--- src/rtl/cdc_sync_pkg.sv ---
// Shared types and helpers for the destination-domain capture path.
//   out_state_t       : output stream FSM state
//   MAX_STABLE_CYCLES : upper legal bound for the stability filter depth
//   sat_inc()         : saturating increment of a w-bit value (w <= 32)
package cdc_sync_pkg;

    typedef enum logic [0:0] {
        OUT_IDLE  = 1'b0,
        OUT_VALID = 1'b1
    } out_state_t;

    localparam int MAX_STABLE_CYCLES = 255;

    // Increment v, treating it as a w-bit counter that sticks at all-ones.
    function automatic logic [31:0] sat_inc(input logic [31:0] v, input int unsigned w);
        logic [31:0] max_v;
        max_v = (w >= 32) ? 32'hFFFF_FFFF : ((32'd1 << w) - 32'd1);
        return (v >= max_v) ? max_v : v + 32'd1;
    endfunction

endpackage

--- src/rtl/cdc_stable_capture_if.sv ---
// Valid/ready stream carrying qualified values out of cdc_stable_capture.
//   out_data  : qualified value, held while out_valid & !out_ready
//   out_valid : value pending
//   out_ready : consumer accepts on out_valid & out_ready
// master = producer (the capture block), slave = consumer.
interface cdc_stable_capture_if #(
    parameter int WIDTH = 8
);
    logic [WIDTH-1:0] out_data;
    logic             out_valid;
    logic             out_ready;

    modport master (output out_data, output out_valid, input out_ready);
    modport slave  (input out_data, input out_valid, output out_ready);
endinterface

--- src/rtl/cdc_stable_filter.sv ---
// Stability filter for a synchronized multi-bit bus.
// Tracks the last sampled value (smp) and how many consecutive clocks it has
// been seen again (cnt, saturating at STABLE_CYCLES).
//   out_clk, out_reset_n : clock / async active-low reset
//   sync_data            : synchronizer output
//   qual_data            : value currently being qualified (smp)
//   qual                 : smp has held STABLE_CYCLES clocks and still matches input
//   stable               : registered, 1 while cnt is saturated
module cdc_stable_filter
    import cdc_sync_pkg::*;
#(
    parameter int               WIDTH         = 8,
    parameter int               STABLE_CYCLES = 2,
    parameter logic [WIDTH-1:0] RESET_VAL     = '0
) (
    input  logic             out_clk,
    input  logic             out_reset_n,
    input  logic [WIDTH-1:0] sync_data,
    output logic [WIDTH-1:0] qual_data,
    output logic             qual,
    output logic             stable
);
    localparam int              CNT_W   = $clog2(STABLE_CYCLES + 1);
    localparam logic [CNT_W-1:0] CNT_MAX = CNT_W'(STABLE_CYCLES);

    logic [WIDTH-1:0] smp;
    logic [CNT_W-1:0] cnt;
    logic [CNT_W-1:0] cnt_nxt;
    logic             same;

    always_comb begin
        same    = (sync_data == smp);
        cnt_nxt = cnt;
        if (!same)
            cnt_nxt = '0;
        else if (cnt != CNT_MAX)
            cnt_nxt = cnt + CNT_W'(1);
    end

    always_ff @(posedge out_clk or negedge out_reset_n) begin
        if (!out_reset_n) begin
            smp    <= RESET_VAL;
            cnt    <= '0;
            stable <= 1'b0;
        end else begin
            smp    <= sync_data;
            cnt    <= cnt_nxt;
            // Registered copy of (cnt == CNT_MAX), aligned with cnt itself.
            stable <= (cnt_nxt == CNT_MAX);
        end
    end

    // The live input must still match so a change on the qualifying edge
    // restarts the filter instead of committing.
    assign qual      = (cnt == CNT_MAX) && same;
    assign qual_data = smp;

endmodule

--- src/rtl/cdc_stable_capture.sv ---
// Destination-domain consumer of a multi-bit synchronizer output.
// Accepts a value once it has held for STABLE_CYCLES clocks, presents each new
// value once on a valid/ready stream, and counts values overwritten before the
// consumer took them.
//   out_clk, out_reset_n : clock / async active-low reset
//   sync_data            : synchronizer output
//   out_if (master)      : out_data / out_valid / out_ready stream
//   change_pulse         : one-cycle pulse per commit
//   stable               : stability counter saturated
//   drop_cnt             : saturating count of overwritten pending values
module cdc_stable_capture
    import cdc_sync_pkg::*;
#(
    parameter int               WIDTH         = 8,
    parameter int               STABLE_CYCLES = 2,
    parameter logic [WIDTH-1:0] RESET_VAL     = '0,
    parameter int unsigned      DROP_W        = 16
) (
    input  logic                  out_clk,
    input  logic                  out_reset_n,
    input  logic [WIDTH-1:0]      sync_data,
    cdc_stable_capture_if.master  out_if,
    output logic                  change_pulse,
    output logic                  stable,
    output logic [DROP_W-1:0]     drop_cnt
);
    if (STABLE_CYCLES < 1 || STABLE_CYCLES > MAX_STABLE_CYCLES) begin : g_bad_stable
        $error("cdc_stable_capture: STABLE_CYCLES out of range 1..255");
    end
    if (DROP_W < 1 || DROP_W > 32) begin : g_bad_drop
        $error("cdc_stable_capture: DROP_W out of range 1..32");
    end

    logic [WIDTH-1:0] qual_data;
    logic             qual;
    logic [WIDTH-1:0] committed;
    logic [WIDTH-1:0] data_q;
    logic             commit;
    logic             drop;
    out_state_t       state, state_nxt;

    cdc_stable_filter #(
        .WIDTH         (WIDTH),
        .STABLE_CYCLES (STABLE_CYCLES),
        .RESET_VAL     (RESET_VAL)
    ) u_filter (
        .out_clk     (out_clk),
        .out_reset_n (out_reset_n),
        .sync_data   (sync_data),
        .qual_data   (qual_data),
        .qual        (qual),
        .stable      (stable)
    );

    // Re-qualifying the last committed value (e.g. after a glitch) is not news.
    assign commit = qual && (qual_data != committed);

    always_comb begin
        state_nxt = state;
        drop      = 1'b0;
        case (state)
            OUT_IDLE: begin
                if (commit)
                    state_nxt = OUT_VALID;
            end
            OUT_VALID: begin
                if (out_if.out_ready && !commit)
                    state_nxt = OUT_IDLE;
                // Pending value replaced without being taken.
                drop = commit && !out_if.out_ready;
            end
            default: state_nxt = OUT_IDLE;
        endcase
    end

    always_ff @(posedge out_clk or negedge out_reset_n) begin
        if (!out_reset_n) begin
            state        <= OUT_IDLE;
            committed    <= RESET_VAL;
            data_q       <= RESET_VAL;
            change_pulse <= 1'b0;
            drop_cnt     <= '0;
        end else begin
            state        <= state_nxt;
            change_pulse <= commit;
            if (commit) begin
                committed <= qual_data;
                data_q    <= qual_data;
            end
            if (drop)
                drop_cnt <= DROP_W'(sat_inc(32'(drop_cnt), DROP_W));
        end
    end

    assign out_if.out_data  = data_q;
    assign out_if.out_valid = (state == OUT_VALID);

endmodule

--- src/flat_wrapper.sv ---
// flat-port wrapper written by rule: the top's interface ports become plain ports
module cdc_stable_capture_flat import cdc_sync_pkg::*;
#(
    parameter int               WIDTH         = 8,
    parameter int               STABLE_CYCLES = 2,
    parameter logic [WIDTH-1:0] RESET_VAL     = '0,
    parameter int unsigned      DROP_W        = 16
)
  (out_clk, out_reset_n, sync_data, change_pulse, stable, drop_cnt, out_if_out_data, out_if_out_valid, out_if_out_ready);
  cdc_stable_capture_if #(.WIDTH(WIDTH)) out_if_i ();
  input  logic out_clk;
  input  logic out_reset_n;
  input  logic [WIDTH-1:0] sync_data;
  output logic change_pulse;
  output logic stable;
  output logic [DROP_W-1:0] drop_cnt;
  output wire logic [$bits(out_if_i.out_data)-1:0] out_if_out_data;
  output wire logic [$bits(out_if_i.out_valid)-1:0] out_if_out_valid;
  input wire logic [$bits(out_if_i.out_ready)-1:0] out_if_out_ready;
  assign out_if_out_data = out_if_i.out_data;
  assign out_if_out_valid = out_if_i.out_valid;
  assign out_if_i.out_ready = out_if_out_ready;
  cdc_stable_capture #(.WIDTH(WIDTH), .STABLE_CYCLES(STABLE_CYCLES), .RESET_VAL(RESET_VAL), .DROP_W(DROP_W)) u_core (.out_clk(out_clk), .out_reset_n(out_reset_n), .sync_data(sync_data), .out_if(out_if_i), .change_pulse(change_pulse), .stable(stable), .drop_cnt(drop_cnt));
endmodule
--- config.mk ---
export PLATFORM = sky130hd
export DESIGN_NAME = cdc_stable_capture_flat
export DESIGN_NICKNAME = d
export VERILOG_FILES = /design/src/rtl/cdc_sync_pkg.sv /design/src/rtl/cdc_stable_capture_if.sv /design/src/rtl/cdc_stable_filter.sv /design/src/rtl/cdc_stable_capture.sv /design/src/flat_wrapper.sv
export SDC_FILE = /design/constraint.sdc
export NUM_CORES = 1
export LEC_CHECK = 0
export CAP_MARGIN = 40
export CORE_ASPECT_RATIO = 1.25
export CORE_UTILIZATION = 37
export CTS_CLUSTER_DIAMETER = 60
export DETAILED_ROUTE_END_ITERATION = 10
export SLEW_MARGIN = 20
export SYNTH_ARGS = -nofsm -noshare
export SYNTH_HDL_FRONTEND = slang
export SYNTH_SLANG_ARGS = --single-unit
--- constraint.sdc ---
create_clock -name out_clk -period 3.5 [get_ports out_clk]
set_input_delay 0.35 -clock out_clk [delete_from_list [all_inputs] [get_ports out_clk]]
set_output_delay 0.35 -clock out_clk [all_outputs]
set_load 0.005 [all_outputs]
Word level (Yosys, flattened, before mapping)

Index checks and enable logic that the tools add are counted.

Logic and storage cells: 29
Memory bits (writable): 0
Bits of input ports: 11
ROM bits: 0
Output and inout port bits: 27
Register bits after elaboration: 37
Memories kept: 0
Bits in latches: 0

Multipliers: 0
Eq/ne operators: 5
Divide/modulo/power cells: 0
Add/sub/neg operators: 2
$lt $le $gt $ge: 1
Multiplexer cells: 7
Reductions and logical operators: 6
Bitwise operators: 1
Shift-type cells: 0

Operators by type and width:

| operator                                      | count |
|---|---|
| adder 16 x 1 -> 16 bit, second input constant | 1 |
| >= comparator 16 bit, second input constant   | 1 |
| two-way mux 16 bit                            | 1 |
| == test 8 bit                                 | 1 |
| != test 8 bit                                 | 1 |
| == test 2 bit, second input constant          | 2 |
| logical AND 1 bit                             | 4 |
| two-way mux 2 bit                             | 2 |
| two-way mux 1 bit                             | 3 |
| adder 2 x 1 -> 2 bit, second input constant   | 1 |
| zero test 1 bit                               | 2 |
| != test 2 bit, second input constant          | 1 |
| one-hot mux 1 bit (2 select lines)            | 1 |
| NOT 1 bit                                     | 1 |

Depth between registers and ports, before layout

Gate-level depths: netlist of the first run.

Depth in word-level cells: 7
Depth in mapped cells: 8
Mapped depth without buffers: 7

Hierarchy

From an unflattened synthesis of the first run, not the netlist that was laid out.

Cell total of the unflattened synthesis: 159
Area total of the unflattened synthesis: 1,766.7 µm²

Modules (own cells, without submodules):

| module             | area an instance (µm²) | times used | cells an instance | seq. area each (µm²) |
|---|---|---|---|---|
| cdc_stable_capture | 1,337.5                | 1          | 127               | 650.6 |
| cdc_stable_filter  | 429.2                  | 1          | 32                | 275.3 |

Worst setup path before layout of the first run

OpenSTA, ideal clock, no wires.

Path kind: register -> register
From: register u_core.u_filter.cnt[0]
To: register u_core.drop_cnt[6]
Library setup time: 0.125 ns
Cell stages (with the launch flop): 9
Setup slack: 1.562 ns
Buffers on the path: 1
Period minus slack after synthesis: 1.938 ns
Arrival time: 1.813 ns
Data required time: 3.375 ns
Cells stage by stage: dfrtp_1 inv_1 ha_1 inv_1 or2_1 a2111oi_4 buf_6 nand3_1 mux2_4

Longest elaborated chain between the ends: 5

Ends and longest elaborated chain:

| element                | line                     | RTL |
|---|---|---|
| start, declared        | cdc_stable_filter.sv:27  | `logic [CNT_W-1:0] cnt;` |
| start signal, assigned | cdc_stable_filter.sv:47  | `cnt <= cnt_nxt;` |
| == test 2 bit          | cdc_stable_filter.sv:55  | `assign qual = (cnt == CNT_MAX) && same;` |
| logical AND 1 bit      | cdc_stable_filter.sv:55  |  |
| logical AND 1 bit      | cdc_stable_capture.sv:56 | `assign commit = qual && (qual_data != committed);` |
| logical AND 1 bit      | cdc_stable_capture.sv:70 | `drop = commit && !out_if.out_ready;` |
| two-way mux 1 bit      | cdc_stable_capture.sv:61 | `case (state)` |
| end signal, assigned   | cdc_stable_capture.sv:91 | `drop_cnt <= DROP_W'(sat_inc(32'(drop_cnt), DROP_W));` |
| end, declared          | cdc_stable_capture.sv:25 | `output logic [DROP_W-1:0] drop_cnt` |

Every way passes these cells.
A chain may end at the register's enable or synchronous reset.

Final worst setup path of the first run

From: input port sync_data[6]
To: register u_core.drop_cnt[11]

Longest elaborated chain between the ends: 5

Ends and longest elaborated chain:

| element           | line                     | RTL |
|---|---|---|
| start, declared   | flat_wrapper.sv:13       | `input logic [WIDTH-1:0] sync_data;` |
| == test 8 bit     | cdc_stable_filter.sv:32  | `same = (sync_data == smp);` |
| logical AND 1 bit | cdc_stable_filter.sv:55  |  |
| logical AND 1 bit | cdc_stable_capture.sv:56 |  |
| logical AND 1 bit | cdc_stable_capture.sv:70 |  |
| two-way mux 1 bit | cdc_stable_capture.sv:61 |  |

Every way passes these cells.

==> qor.yml, run 1 <==
outcome:
  run_status: "finished, final reports clean"
worst_setup_path:
  worstReg2RegStart: "u_core.u_filter.qual_data[6]$_DFF_PN0_"
  cp-end-kind: "flop"
  r2r_slack_ns: 1.20
  crit_end: "u_core.drop_cnt[11]$_DFFE_PN0P_"
  startpoint_type: "primary input"
  crit_start: "sync_data[6]"
  required_ns: 3.67
  critPathKind: "primary input to flop"
  reg2reg_to: "u_core.drop_cnt[11]$_DFFE_PN0P_"
  cp.arrival_ns: 2.56
  reg2reg_depth: 5
  cp_max_fo: 14
route:
  drt_wl_total_um: 3600
  post-route-drc-count: 0
  wl_per_cell_um: 14.2
  first_pass_iters: 4
  via_count: 1326
  drt_iter0_drc: 45
  postRouteAntennaNets: 0
  vias_per_cell: 5.22
die:
  ios: 38
  initial_core_util: 0.382
  core_area_um2: 4690
  die_area_um2: 5140
  num_rows: 28
  die_w_um: 64.3
  die_y_um: 79.9
synth:
  synthesis.area_um2: 1800
  synth_xor_area_frac: 0.0780
  ys_async_sr_fraction: 1.00
  synthTopCellsByCount: "dfrtp_1 (37), nand2_1 (15), mux2_2 (9)"
  yosys.area.top_type: "dfrtp_1"
  synth_ff_type: "dfrtp_1"
  synth.avg_cell_area_um2: 11.8
  synthAdderAreaFrac: 0.0209
  synth_most_common_cell: "dfrtp_1"
  synth-edff-count: 0
  synth_seq_cells: 37
  synth_area_leaders: "dfrtp_1 (52%), mux2_2 (5.6%), mux2_1 (4.4%)"
  synth_compound_area_frac: 0.0571
  synth_nets: 166
  synth_warnings: 0
  synth_top_area_share: 0.516
  synth_mux_area_frac: 0.125
  synthesis.instances: 152
  synthSimpleGateAreaFrac: 0.174
  synth_cell_types: 34
  synth_seq_area_share: 0.516
  synth_top_family_by_area: "simple AND/OR/NAND/NOR gates"
clock_tree:
  clock_path_buffers: 2
  root_buffer: "clkbuf_8"
  holdBufCountCts: 0
  postCtsSetupBuffers: 0
  clk_latency_ns: 0.28
  cts_buffers: 5
  cts.sinks: 37
  clkTransAtPathRegs_ns: 0.07
  h-tree-depth: 2
  post_cts_resized: 0
  cts_tree: "done"
run:
  cap_violations: 0
placement:
  gp_congestion: 0.784
  dp_hpwl_um: 2610
  portBuffers: 37
  place_inst: 246
timing:
  fmax_mhz: 420
  final.min_clock_period_ns: 2.38
  timing.setup.tns_ns: 0
  rsz0062_at_grt: "false"
  worst_slew_pin_slew_ns: 0.618
  skew_ns: 0.00324
  finalCritPeriodShare: 0.681
  setup_violations: 0
  whs_ns: 0.485
  hold_viol: 0
  relSlewSlack: 0.587
  slew_viol_final: 0
cells_and_area:
  register_area_um2: 926
  drive_gt1_frac: 0.134
  layoutNonFillerInstCount: 254
  multi_input_area_um2: 817
  diodes: 0
  nFillCells: 450
  syn_to_final_growth_pct: 29.6
  nets: 207
global_route:
  grtUsageTotal: 0.155
  grt_pass1_vias: 1277
  antenna_found_initial: 0
  grt_pass1_wl_um: 5960
  grt_max_degree: 38
  grt_overflow_total: 0
pwr:
  p_leak_nw: 1.03
  p_total_uw: 801
  peakVddDrop_v: 0.000294
  power_density_nw_per_um2: 344
min_path:
  min_path_type: "primary input to asynchronous set/reset pin"
[critical path: stages]
cell and delay [ns]:
clkdlybuf4s50_1 0.49, xnor2_1 0.13, nand4_1 0.23, a2111o_1 0.65, nor4_2 0.34, mux2_2 0.36
[layer usage]
metal  global-route usage  share of wire
met1                0.183           0.43
met2                0.266           0.50
met3               0.0443          0.051
met4               0.0533          0.021
met5                    0              0
[layout by cell type (no fill, tap or decap), drive strengths merged, types with 3 or more instances in the layout]
cell	n
clkbuf	7
mux2i	3
nor2	6
xnor2	8
ha	3
nand4	8
nor4	3
clkdlybuf4s50	37
inv	6
nand3	5
dfrtp	37
a21oi	5
and4	4
nand2	15
a31oi	4
xor2	8
mux2	17
[cell families after synthesis]
kind of cell / count (synthesis)
adders and majority gates: 3
buffers and inverters: 11
DFF: 37
xor gates and xnor gates: 16
and+or+nand+nor: 52
AOI/OAI and AO/OA: 13
muxes: 20
[where the power goes]
part	total (mW)	switching [mW]	internal, mW
Combinational	0.0394	0.0193	0.0201
Clock	0.325	0.147	0.178
Sequential	0.437	0.00524	0.432
[worst min-delay path by stage]
stage,slack [ns],start,cells past startpoint,to
after global routing,0.53,out_reset_n,2,u_core.drop_cnt[0]$_DFFE_PN0P_
after floorplan,0.05,out_reset_n,0,u_core.change_pulse$_DFF_PN0_
after CTS,0.51,out_reset_n,2,u_core.u_filter.qual_data[2]$_DFF_PN0_
after detailed placement,0.53,u_core.committed[7]$_DFFE_PN0P_,1,u_core.committed[7]$_DFFE_PN0P_
after global placement,0.52,u_core.drop_cnt[14]$_DFFE_PN0P_,1,u_core.drop_cnt[14]$_DFFE_PN0P_
final,0.48,out_reset_n,2,u_core.drop_cnt[0]$_DFFE_PN0P_
[registers in the layout, summed over array words and instances (netlist names)]
name / count
u_core.drop_cnt: 16
u_core.committed: 8
u_core.u_filter.qual_data: 8
u_core.u_filter.cnt: 2
u_core.change_pulse: 1
u_core.out_if.out_valid: 1
u_core.u_filter.stable: 1
[area by class of cell]
cell class / count / area share
flip-flops and latches: 37 / 0.398
multi-input cells: 104 / 0.351
repair buffers: 39 / 0.166
clock buffers: 7 / 0.0414
well taps: 60 / 0.0323
inverters: 6 / 0.00968
clock inverters: 1 / 0.00215
[per-stage QoR]
stage | setup WS, ns | util | instance area, um2
floorplan | 1.56 | - | 1800
global placement | 0.783 | 0.474 | 2230
detailed placement | 0.778 | 0.474 | 2230
CTS | 1.08 | 0.496 | 2330
global route | 0.950 | 0.496 | 2330
finish | 1.12 | 0.496 | 2330
Power figures use the tool's default switching activity.
==> run 2, diff against run 1 <==
clock period = 2.1 ns   (was 3.5 ns; I/O delays follow)
==> run 2 against run 1 <==
Effect of this change: combinational power grew 89%; first-iteration DRC count shrank 11%; via count grew 1.6%; utilization grew 2.2 points; non-clock buffer count grew 9; sequential share of layout area shrank 1.7 points; critical path type is now flop to flop; clock skew grew 0.0032 ns; critical endpoint is now u_core.committed[3]$_DFFE_PN0P_; highest routed layer unchanged; routed wire length grew 2.8%; critical path depth shrank 1; hold slack lost 0.14 ns; die area is the same; global-route usage grew 1.0 points; largest power group unchanged.
==> qor.yml, run 2 (same netlist as run 1, synthesis figures left out) <==
clock_tree:
  clock_path_buffers: 2  # unchanged
  holdBufCountCts: 0  # unchanged
  cts_tree: "done"
  postCtsSetupBuffers: 0  # unchanged
  cts_buffers: 5  # unchanged
  root_buffer: "clkbuf_8"
  h-tree-depth: 2  # unchanged
  clkTransAtPathRegs_ns: 0.08  # about the same
  post_cts_resized: 0  # unchanged
  clk_latency_ns: 0.29  # about the same
  cts.sinks: 37  # unchanged
outcome:
  run_status: "finished, final reports clean"
global_route:
  grt_pass1_vias: 1385  # +8.5%
  antenna_found_initial: 0  # unchanged
  grtUsageTotal: 0.165  # +0.0102
  grt_overflow_total: 0  # unchanged
  grt_max_degree: 38  # unchanged
  grt_pass1_wl_um: 6410  # +7.5%
cells_and_area:
  largest_register_ffs: 16  # unchanged
  drive_gt1_frac: 0.187  # +0.0532
  multi_input_area_um2: 857  # +4.9%
  final_cell_mix: "clkdlybuf4s50_1 (37), dfrtp_1 (37), nand2_1 (15)"
  largest-register: "u_core.drop_cnt"
  nFillCells: 451  # +0.22%
  nets: 216  # +4.3%
  register_area_um2: 926  # unchanged
  syn_to_final_growth_pct: 35.5
  diodes: 0  # unchanged
  layoutNonFillerInstCount: 263  # +3.5%
worst_setup_path:
  slowest_delay_ns: 0.45  # -0.20 ns
  worstReg2RegStart: "u_core.u_filter.qual_data[5]$_DFF_PN0_"
  critPathBufInv: 1  # unchanged
  crit_slowest_cell: "dfrtp_1"
  startpoint_type: "flop"
  cp.arrival_ns: 2.16  # -0.40 ns
  cp-end-kind: "flop"
  cp_cell_sequence: "xor2_2, nor4_4, a2111o_1, buf_4, mux2_2"
  cp_top_family: "flip-flops"
  critPathKind: "flop to flop"
  cp_max_fo: 9  # -5
  crit_start: "u_core.u_filter.qual_data[5]$_DFF_PN0_"
  required_ns: 2.27  # -1.40 ns
die:
  die_y_um: 79.9  # unchanged
  ios: 38  # unchanged
  num_rows: 28  # unchanged
  die_area_um2: 5140  # unchanged
  initial_core_util: 0.382  # unchanged
  core_area_um2: 4690  # unchanged
  die_w_um: 64.3  # unchanged
route:
  wl_per_cell_um: 14.1  # -0.69%
  first_pass_iters: 4  # unchanged
  drt_wl_total_um: 3710  # +2.8%
  postRouteAntennaNets: 0  # unchanged
  drt_iter0_drc: 40  # -11%
  via_count: 1347  # +1.6%
  post-route-drc-count: 0  # unchanged
  vias_per_cell: 5.12  # -1.9%
placement:
  dp_hpwl_um: 2720  # +4.1%
  gp_congestion: 0.760  # -3.1%
  place_inst: 255  # +3.7%
  portBuffers: 37  # unchanged
timing:
  rsz0062_at_grt: "false"
  hold_viol: 0  # unchanged
  worst_slew_pin_slew_ns: 0.478  # -0.140 ns
  setup_violations: 0  # unchanged
  relSlewSlack: 0.681  # +0.0943
  final.min_clock_period_ns: 1.98
  fmax_mhz: 505
  finalCritPeriodShare: 0.943
  slew_viol_final: 0  # unchanged
  skew_ns: 0.00641  # +0.00318 ns
pwr:
  peakVddDrop_v: 0.000354  # +20%
  p_leak_nw: 1.07  # +4.2%
  power_density_nw_per_um2: 532  # +54%
  p_total_mw: 1.29  # +61%
run:
  cap_violations: 0  # unchanged
min_path:
  min_path_type: "primary input to asynchronous set/reset pin"
[run 2: through the flow]
| step | hold WS [ns] | worst slack (ns) | setup TNS, ns | util | instance area [um2] |
|---|---|---|---|---|---|
| 3_5_place_dp | 0.532 | -0.129 | -0.846 | 0.491 | 2310 |
| 2_1_floorplan | -0.0856 | 0.162 | 0 | - | 1800 |
| 3_3_place_gp | 0.517 | -0.0689 | -0.391 | 0.491 | 2310 |
| 6_report | 0.349 | 0.119 | 0 | 0.518 | 2430 |
| 5_1_grt | 0.376 | 0.00301 | 0 | 0.518 | 2430 |
| 4_1_cts | 0.354 | 0.00224 | 0 | 0.510 | 2390 |
[run 2: layout make-up]
class                      count  share of cell area
clock buffer                   5              0.0283
tap                           60              0.0309
timing repair buffer          48               0.191
clock inverter                 3             0.00720
multi-input combinational    104               0.352
sequential                    37               0.381
inverter                       6             0.00926
[run 2: routing by layer]
layer | up-vias | part of all wire | track usage | wire (um)
met5 | - | 0 | 0 | 0
met4 | 0 | 0.013 | 0.0533 | 49
met3 | 5 | 0.052 | 0.0429 | 192
met2 | 44 | 0.53 | 0.305 | 1960
met1 | 654 | 0.41 | 0.181 | 1500
li1 | 644 | - | - | -
[run 2: power by group]
group | internal [mW] | total (mW) | switching [mW]
Clock | 0.229 | 0.490 | 0.261
Sequential | 0.720 | 0.729 | 0.00955
Combinational | 0.0384 | 0.0745 | 0.0360
[run 2: worst paths after layout]
kind | slack, ns | endpoint | cells after the start
max | 0.12 | u_core.committed[3]$_DFFE_PN0P_ | 5
min | 0.35 | u_core.drop_cnt[2]$_DFFE_PN0P_ | 2
max reg2reg | 0.12 | u_core.committed[3]$_DFFE_PN0P_ | 5
min reg2reg | 0.54 | u_core.drop_cnt[8]$_DFFE_PN0P_ | 1
max in group asynchronous | 1.42 | u_core.u_filter.qual_data[4]$_DFF_PN0_ | 2
min in group out_clk | 0.40 | u_core.u_filter.qual_data[6]$_DFF_PN0_ | 1
==> run 3, diff against run 2 <==
CELL_PAD_IN_SITES_DETAIL_PLACEMENT = 0   (was unset)
CELL_PAD_IN_SITES_GLOBAL_PLACEMENT = 1   (was unset)
CORE_MARGIN = 2   (was unset)
CORE_UTILIZATION = 36   (was 37)
PLACE_DENSITY_LB_ADDON = 0.1   (was unset)
==> run 3 against run 2 <==
Effect of this change: critical path depth is 3 higher; sequential cell count stayed put; routed wire length is 0.51% lower; global-route usage is 1.6 points lower; cell area is 0.93% higher; hold slack better by 0.0027 ns; critical endpoint is now u_core.drop_cnt[6]$_DFFE_PN0P_.
==> qor.yml, run 3 (same netlist as run 1, synthesis figures left out) <==
global_route:
  grt_max_degree: 38  # unchanged
  antenna_found_initial: 0  # unchanged
  grt_pass1_wl_um: 6350  # -0.87%
  grt_pass1_vias: 1411  # +1.9%
  grt_overflow_total: 0  # unchanged
  grtUsageTotal: 0.149  # -0.0158
placement:
  place_inst: 254  # -0.39%
  portBuffers: 37  # unchanged
  dp_hpwl_um: 2740  # +0.74%
  gp_congestion: 0.748  # -1.6%
timing:
  finalCritPeriodShare: 0.943  # about the same
  relSlewSlack: 0.682  # +0.00111
  worst_slew_pin_slew_ns: 0.477  # -0.00167 ns
  final.min_clock_period_ns: 1.98  # -0.000813 ns
  skew_ns: 0.00642  # +0.00000686 ns
  fmax_mhz: 505  # about the same
  setup_violations: 0  # unchanged
  hold_viol: 0  # unchanged
  rsz0062_at_grt: "false"
  timing.setup.tns_ns: 0  # unchanged
  slew_viol_final: 0  # unchanged
  whs_ns: 0.351  # +0.00272 ns
run:
  cap_violations: 0  # unchanged
route:
  first_pass_iters: 3  # -1
  postRouteAntennaNets: 0  # unchanged
  via_count: 1316  # -2.3%
  vias_per_cell: 5.02  # -1.9%
  drt_iter0_drc: 73  # +83%
  post-route-drc-count: 0  # unchanged
  wl_per_cell_um: 14.1  # -0.13%
  drt_wl_total_um: 3690  # -0.51%
worst_setup_path:
  startpoint_type: "flop"
  worstReg2RegStart: "u_core.u_filter.cnt[0]$_DFF_PN0_"
  crit_start: "u_core.u_filter.cnt[0]$_DFF_PN0_"
  crit_slowest_cell: "a2111oi_4"
  cp.arrival_ns: 2.15  # about the same
  cp_cell_sequence: "inv_1, ha_1, inv_1, or2_1, a2111oi_4, buf_12, nand3_1, mux2_4"
  reg2reg_depth: 8  # +3
  crit_top_cell: "inv_1"
  reg2reg_to: "u_core.drop_cnt[6]$_DFFE_PN0P_"
  cp-end-kind: "flop"
  r2r_slack_ns: 0.12  # about the same
  slowest_delay_ns: 0.38  # -0.07 ns
  cp_max_fo: 14  # +5
  critPathKind: "flop to flop"
  required_ns: 2.27  # about the same
pwr:
  combPwrFrac: 0.059  # about the same
  p_int_mw: 1.02  # +3.4%
  p_switching_uw: 278  # -9.2%
  p_leak_nw: 1.07  # +0.24%
  seqPwrFrac: 0.563  # about the same
  swShare: 0.214  # -0.0228
  power_density_nw_per_um2: 529  # -0.51%
  peakVddDrop_v: 0.000306  # -14%
  p_clk_frac: 0.378  # about the same
die:
  core_area_um2: 4760  # +1.5%
  num_rows: 28  # unchanged
  ios: 38  # unchanged
  initial_core_util: 0.377  # -0.00562
  die_y_um: 83.0  # +3.8%
  die_area_um2: 5570  # +8.5%
  die_w_um: 67.2  # +4.4%
clock_tree:
  clkTransAtPathRegs_ns: 0.07  # about the same
  clk_latency_ns: 0.28  # about the same
  cts_tree: "done"
  h-tree-depth: 2  # unchanged
  cts_buffers: 5  # unchanged
  root_buffer: "clkbuf_8"
  holdBufCountCts: 0  # unchanged
  cts.sinks: 37  # unchanged
  clock_path_buffers: 2  # unchanged
cells_and_area:
  layoutNonFillerInstCount: 262  # -0.38%
  drive_gt1_frac: 0.193  # +0.00588
  nets: 216  # unchanged
  final_cell_mix: "clkdlybuf4s50_1 (37), dfrtp_1 (37), nand2_1 (15)"
  largest-register: "u_core.drop_cnt"
  largest_register_ffs: 16  # unchanged
  syn_to_final_growth_pct: 36.7
  diodes: 0  # unchanged
min_path:
  min_path_type: "primary input to asynchronous set/reset pin"
outcome:
  run_status: "finished, final reports clean"
[run 3: cell count changes in the layout (fill, tap and decap cells not counted), sizes merged]
cell      delta
clkbuf       +2
clkinv       -2
clkinvlp     -1
[run 3: area by class of cell]
type	count	area, um2
flip-flops and latches	37	926
clock buffers	7	86.3
inverters	6	22.5
fillers	446	2310
well taps	60	75.1
multi-input cells	104	880
repair buffers	48	465
[run 3: layer usage]
layer / GRT usage / part of all wire / up-vias / wire length, um
li1: - / - / 630 / -
met5: 0 / 0 / - / 0
met3: 0.0379 / 0.039 / 7 / 144
met4: 0.0557 / 0.018 / 0 / 67
met2: 0.271 / 0.55 / 27 / 2040
met1: 0.160 / 0.39 / 652 / 1430
[run 3: how the worst max path moves through the flow]
| stage | endpoint | cells after the start | slack [ns] |
|---|---|---|---|
| 4_1_cts | u_core.committed[0]$_DFFE_PN0P_ | 5 | 0.04 |
| 2_1_floorplan | u_core.drop_cnt[6]$_DFFE_PN0P_ | 8 | 0.16 |
| 6_report | u_core.drop_cnt[6]$_DFFE_PN0P_ | 8 | 0.12 |
| 3_5_place_dp | u_core.drop_cnt[11]$_DFFE_PN0P_ | 6 | -0.15 |
| 5_1_grt | u_core.drop_cnt[13]$_DFFE_PN0P_ | 7 | 0.003 |
| 3_3_place_gp | u_core.drop_cnt[11]$_DFFE_PN0P_ | 6 | -0.09 |
[run 3: timing repair]
action	CTS	global route
buffers inserted	0	1
gates resized for setup	0	8
endpoints found under the setup margin	0	17
[run 3: worst max-delay path, delay by kind of cell (launching register included)]
family | cells | cell delay (ns)
muxes | 1 | 0.31
and+or+nand+nor | 2 | 0.36
buffers and inverters | 3 | 0.32
adders and majority gates | 1 | 0.14
DFF | 1 | 0.36
AOI/OAI and AO/OA | 1 | 0.38
[run 3: power groups by stage]
stage,clock network (mW),registers [mW],logic [mW]
2_1_floorplan,0,0.741,0.0259
3_3_place_gp,0,0.742,0.0698
3_5_place_dp,0,0.742,0.0707
4_1_cts,0.515,0.729,0.0710
5_1_grt,0.560,0.731,0.0849
6_report,0.491,0.731,0.0767
[run 3: per-stage QoR]
step	cell area [um2]	power (mW)	utilization	worst slack, ns
final	2450	1.30	0.515	0.120
after detailed placement	2300	0.813	0.482	-0.151
after floorplan	1800	0.767	-	0.162
after CTS	2380	1.31	0.501	0.0364
after global routing	2450	1.38	0.515	0.00289
after global placement	2300	0.812	0.482	-0.0871
